File: src/rtl/rc4_prga_decryptor.sv
// rc4_prga_decryptor: RC4 PRGA over the shuffled S RAM, XORs keystream with the encrypted ROM into the message RAM.
// Optional RC4_ASCII_CHECK_EN aborts on the first plaintext byte outside 'a'..'z' / space.
module rc4_prga_decryptor #(
    parameter int MSG_DEP = 32,
    parameter int ADDR_W  = 5
) (
    input  logic              CLOCK_50,
    input  logic              reset,
    input  logic              start,
    output logic [7:0]        s_address,
    output logic [7:0]        s_data,
    output logic              s_wren,
    input  logic [7:0]        s_q,
    output logic [ADDR_W-1:0] enc_address,
    input  logic [7:0]        enc_q,
    output logic [ADDR_W-1:0] dec_address,
    output logic [7:0]        dec_data,
    output logic              dec_wren,
    output logic              busy,
    output logic              done,
    output logic              key_invalid
);
    typedef enum logic [3:0] {
        IDLE, RD_SI, WT_SI, CAP_SI, RD_SJ, WT_SJ, CAP_SJ,
        WR_SI, WR_SJ, RD_F, WT_F, CAP_F, WR_DEC, DONE
    } state_t;

    localparam logic [ADDR_W-1:0] K_LAST = ADDR_W'(MSG_DEP - 1);

    state_t            state, state_n;
    logic [7:0]        i, j, si, sj, dec_byte, s_addr_q, f_byte;
    logic [ADDR_W-1:0] k, enc_addr_q, dec_addr_q;
    logic              start_ok, byte_ok;

    assign f_byte   = s_q ^ enc_q;
    assign start_ok = start && (state == IDLE || state == DONE);
`ifdef RC4_ASCII_CHECK_EN
    logic key_inv;
    assign byte_ok     = (f_byte >= 8'h61 && f_byte <= 8'h7a) || f_byte == 8'h20;
    assign key_invalid = key_inv;
`else
    assign byte_ok     = 1'b1;
    assign key_invalid = 1'b0;
`endif

    // Addresses hold their last driven value between access states
    always_comb begin
        s_address   = state == RD_SI ? i + 8'd1 :
                      (state == RD_SJ || state == WR_SJ) ? j :
                      state == WR_SI ? i :
                      state == RD_F ? si + sj : s_addr_q;
        s_data      = state == WR_SI ? sj : state == WR_SJ ? si : 8'd0;
        s_wren      = state == WR_SI || state == WR_SJ;
        enc_address = state == RD_F ? k : enc_addr_q;
        dec_address = state == WR_DEC ? k : dec_addr_q;
        dec_data    = state == WR_DEC ? dec_byte : 8'd0;
        dec_wren    = state == WR_DEC;
        busy        = state != IDLE && state != DONE;
        done        = state == DONE;
    end

    always_comb begin
        state_n = state;
        case (state)
            IDLE, DONE: state_n = start ? RD_SI : state;
            CAP_F:      state_n = byte_ok ? WR_DEC : DONE;
            WR_DEC:     state_n = k == K_LAST ? DONE : RD_SI;
            default:    state_n = state_t'(state + 4'd1);
        endcase
    end

    always_ff @(posedge CLOCK_50 or negedge reset) begin
        if (!reset) begin
            state      <= IDLE;
            i          <= '0;
            j          <= '0;
            k          <= '0;
            si         <= '0;
            sj         <= '0;
            dec_byte   <= '0;
            s_addr_q   <= '0;
            enc_addr_q <= '0;
            dec_addr_q <= '0;
        end else begin
            state      <= state_n;
            s_addr_q   <= s_address;
            enc_addr_q <= enc_address;
            dec_addr_q <= dec_address;
            if (start_ok) begin
                i <= '0;
                j <= '0;
                k <= '0;
            end
            if (state == RD_SI) i <= i + 8'd1;
            if (state == CAP_SI) begin
                si <= s_q;
                j  <= j + s_q;
            end
            if (state == CAP_SJ) sj <= s_q;
            if (state == CAP_F) dec_byte <= f_byte;
            if (state == WR_DEC && k != K_LAST) k <= k + 1'b1;
        end
    end

`ifdef RC4_ASCII_CHECK_EN
    always_ff @(posedge CLOCK_50 or negedge reset) begin
        if (!reset) key_inv <= 1'b0;
        else if (start_ok) key_inv <= 1'b0;
        else if (state == CAP_F && !byte_ok) key_inv <= 1'b1;
    end
`endif
endmodule
File: config.mk
export PLATFORM = sky130hd
export DESIGN_NAME = rc4_prga_decryptor
export DESIGN_NICKNAME = d
export VERILOG_FILES = /design/src/rtl/rc4_prga_decryptor.sv
export SDC_FILE = /design/constraint.sdc
export NUM_CORES = 1
export LEC_CHECK = 0
export ABC_AREA = 1
export CAP_MARGIN = 20
export CORE_UTILIZATION = 43
export CTS_CLUSTER_SIZE = 28
export DETAILED_ROUTE_END_ITERATION = 16
export PLACE_DENSITY = 0.66
export SLEW_MARGIN = 20
export SYNTH_ARGS = -nofsm -noshare
export SYNTH_HDL_FRONTEND = slang
export SYNTH_SLANG_ARGS = --single-unit
File: constraint.sdc
create_clock -name CLOCK_50 -period 3.2 [get_ports CLOCK_50]
set_input_delay 0.64 -clock CLOCK_50 [delete_from_list [all_inputs] [get_ports CLOCK_50]]
set_output_delay 0.64 -clock CLOCK_50 [all_outputs]
set_load 0.01 [all_outputs]
==> results by group <==
Run status
  • Outcome: finished, final reports clean

STA
  • Final Hold Viols: 0
  • Worst Max-Slew Pin Slew: about 700 ps
  • Final setup fails: 0
  • Fmax: about 330 MHz
  • Worst Hold Slack: 261.6 ps
  • Final clock skew: approximately 12 ps
  • Pins Over Slew Limit: 0
  • Tcrit/Tclk final: 0.9595
  • Min cycle time layout: just over 3000 ps
  • RSZ-0062 raised after global routing: true
  • Slew headroom: 0.5281

Pwr
  • Int Power: roughly 2.7 mW
  • Power Dens Cells: ~1000 mW/mm^2
  • Pleak: around 2.3 nW
  • Logic pwr share: 0.560
  • Clk network pwr share: 0.132
  • Sw Pwr: 2.218 mW
  • Switching Share: 0.4492
  • Worst vdd rail ir drop: around 0.00042 V
  • Reg power frac: 0.308

Yosys
  • Commonest cells post-synth: nand2_1, dfrtp_1, inv_1, o21ai_0, a21oi_1
  • Yosys top cell by area: dfrtp_1
  • Synth cell types: 33
  • Cells after synthesis: about 500
  • Synth async-reset ratio: 1.000
  • Post-synthesis net count: 532
  • Primary FF master, synth: dfrtp_1
  • Post-synthesis sequential area ratio: 0.4320
  • Post-synth top area share: 0.4320
  • Most frequent cell after synthesis: nand2_1
  • Synth Area per Inst: slightly below 8 sq um
  • YS warnings: 0
  • Flip-flop and latch count after synthesis: between 60 and 70
  • Number of flops mapped to enable cells by yosys: 0
  • Synthesized area: 0.003881 sq mm
  • Synth area leaders: dfrtp_1, nand2_1, o21ai_0, ha_1, inv_1

Floorplanning
  • Die Wd: 97.01 um
  • I/O pin count: 58
  • Die ar.: around 0.0094 sq mm
  • Rows: 34
  • Die H: 97.01 um
  • Core box area: slightly below 0.009 sq mm
  • Initial Utilization: 0.4451

Worst setup path
  • WP data arrival: between 2000 and 2500 ps
  • Flop-to-flop setup slack: about 1400 ps
  • CP Capture Type: output port
  • Crit Path Max Fanout: 4
  • Startpoint Class: register
  • CP required: around 2600 ps
  • Critical path class: reg -> out

CTS
  • Clock root cell: clkbuf_8
  • Sink Count: 67
  • Clock-pin slew on the worst setup and hold paths: roughly 70 ps
  • Clk buf depth: 2
  • Hold Buf Count CTS: 0
  • Clock latency on the worst-skew pair: around 370 ps
  • # H-tree levels: 3
  • CTS Buf Count: 9
  • CTS tree: done

Global routing
  • Grt total ovfl: 0
  • Antenna violations before repair: 0
  • All-layer global routing usage: 0.2122
  • First-pass GRT wire length: around 16,000 um
  • Number of global-route vias before repair: 3,380
  • Largest net degree at the start of global routing: between 60 and 70

Routing
  • Number of remaining DRC errors: 0
  • Routed len/inst: between 10 and 15 um
  • Initial DRC Count: roughly 160
  • Final antenna-violating net count: 0
  • Vias: around 3,400
  • Number of vias per cell: a little over 5
  • DRT Pass-1 Iters: 4
  • WL final: approximately 9500 um

Final layout
  • Nets: 596
  • Ant. Diodes: 0
  • Sequential cell area: between 0.0015 and 0.002 sq mm
  • Multi-input gate area in the final layout: between 0.0015 and 0.002 sq mm
  • Layout cell share with drive strength beyond 1: 0.1109
  • Final Non-Filler Cells: between 600 and 700
  • Final-layout fill cell count: 824
  • Syn-to-layout area delta: 24.92%

Placement
  • IO buf count: 56
  • Post-DP HPWL: 7030 um
  • GPL Wtd Cong: approximately 0.84
  • Dpl cells: between 600 and 700

Hold path
  • Hold Path Class: in -> async

Job
  • Max cap viols: 0
power by group through the flow:
stage	Combinational, mW	Sequential, mW	Clock, mW
floorplan	1.78	1.42	0
global placement	2.60	1.49	0
detailed placement	2.66	1.50	0
CTS	2.65	1.49	0.671
global route	3.13	1.56	0.711
finish	2.77	1.52	0.650
timing repair:
item,CTS,global route
setup buffers,0,3
gates resized for setup,6,23
endpoints found under the setup margin,8,11
pin swaps,0,2
hold endpoints to repair,0,0
final timing paths:
path,from,depth (start not counted),end
min in group CLOCK_50,dec_addr_q[1]$_DFF_PN0_,2,dec_addr_q[1]$_DFF_PN0_
hold reg to reg,dec_addr_q[1]$_DFF_PN0_,2,dec_addr_q[1]$_DFF_PN0_
setup reg to reg,state[1]$_DFFE_PN0P_,10,j[3]$_DFFE_PN0P_
max in group asynchronous,reset,2,state[0]$_DFFE_PN0P_
setup / recovery,si[6]$_DFFE_PN0P_,13,s_address[7]
hold / removal,reset,2,sj[4]$_DFFE_PN0N_
sequential cells by signal, summed over array words and instances, names as in the netlist:
name / count
dec_addr_q: 5
dec_byte: 8
enc_addr_q: 5
i: 8
j: 8
k: 5
s_addr_q: 8
si: 8
sj: 8
state: 4
per-layer routing:
| metal | GRT usage | wire [um] | part of all wire | vias to the layer above |
|---|---|---|---|---|
| met5 | 0 | 0 | 0 | - |
| met4 | 0.04478 | 84 | 0.0089 | 0 |
| met3 | 0.06069 | 413 | 0.044 | 12 |
| met2 | 0.3429 | 4532 | 0.48 | 61 |
| met1 | 0.2834 | 4421 | 0.47 | 1624 |
| li1 | - | - | - | 1713 |
cells in the final DEF, fill, tap and decap left out, types with 3 or more instances in the layout:
cell | netlist | routed
xnor2_1 | 3 | 3
clkbuf_8 | 0 | 9
inv_2 | 6 | 8
inv_1 | 65 | 62
nand2_1 | 130 | 129
nor2_1 | 19 | 19
buf_4 | 2 | 6
ha_1 | 21 | 17
ha_4 | 0 | 3
inv_6 | 0 | 3
nor2_4 | 2 | 5
dfrtp_1 | 67 | 67
nand3_1 | 25 | 25
mux2_2 | 7 | 7
a21oi_1 | 27 | 26
clkdlybuf4s50_1 | 0 | 50
o22ai_1 | 5 | 5
nand2_2 | 3 | 4
xor2_1 | 13 | 13
o21ai_0 | 62 | 57
o21ai_1 | 4 | 9
through the flow:
step / TNS (ps) / area (sq um) / power (mW) / worst slack (ps) / utilization
after floorplan: 0 / 3881 / 3.197 / 952.3 / -
after global placement: 0 / 4562 / 4.090 / 344.8 / 0.5231
after detailed placement: 0 / 4562 / 4.160 / 208.9 / 0.5231
after CTS: 0 / 4738 / 4.814 / 37.81 / 0.5433
after global routing: -53.80 / 4848 / 5.397 / -51.35 / 0.5560
final: 0 / 4848 / 4.939 / 129.5 / 0.5560
cells by family after synthesis:
family                     Yosys count  synth area share
xor gates and xnor gates            16           0.03611
AOI/OAI and AO/OA                  102            0.1393
other                                1         0.0009662
DFF                                 67            0.4320
muxes                                7           0.02031
buffers and inverters               82           0.08414
adders and majority gates           23           0.07801
and+or+nand+nor                    192            0.2092
critical path: stages (launching register included):
cell and delay (ps):
dfrtp_1 390, ha_1 350, nand2_1 100, inv_1 60
a21oi_2 160, nand2_1 70, nand2_1 60, nand3_1 60
nand2_1 70, nand2_1 50, nand2_1 50, nand2_1 40
nand2_1 80, clkdlybuf4s50_1 530
layout make-up:
type	count	area share
well taps	108	0.02787
inverters	71	0.05600
clock inverters	6	0.01032
repair buffers	64	0.1308
flip-flops and latches	67	0.3458
multi-input cells	341	0.4028
clock buffers	10	0.02632
Power figures use the tool's default switching activity.
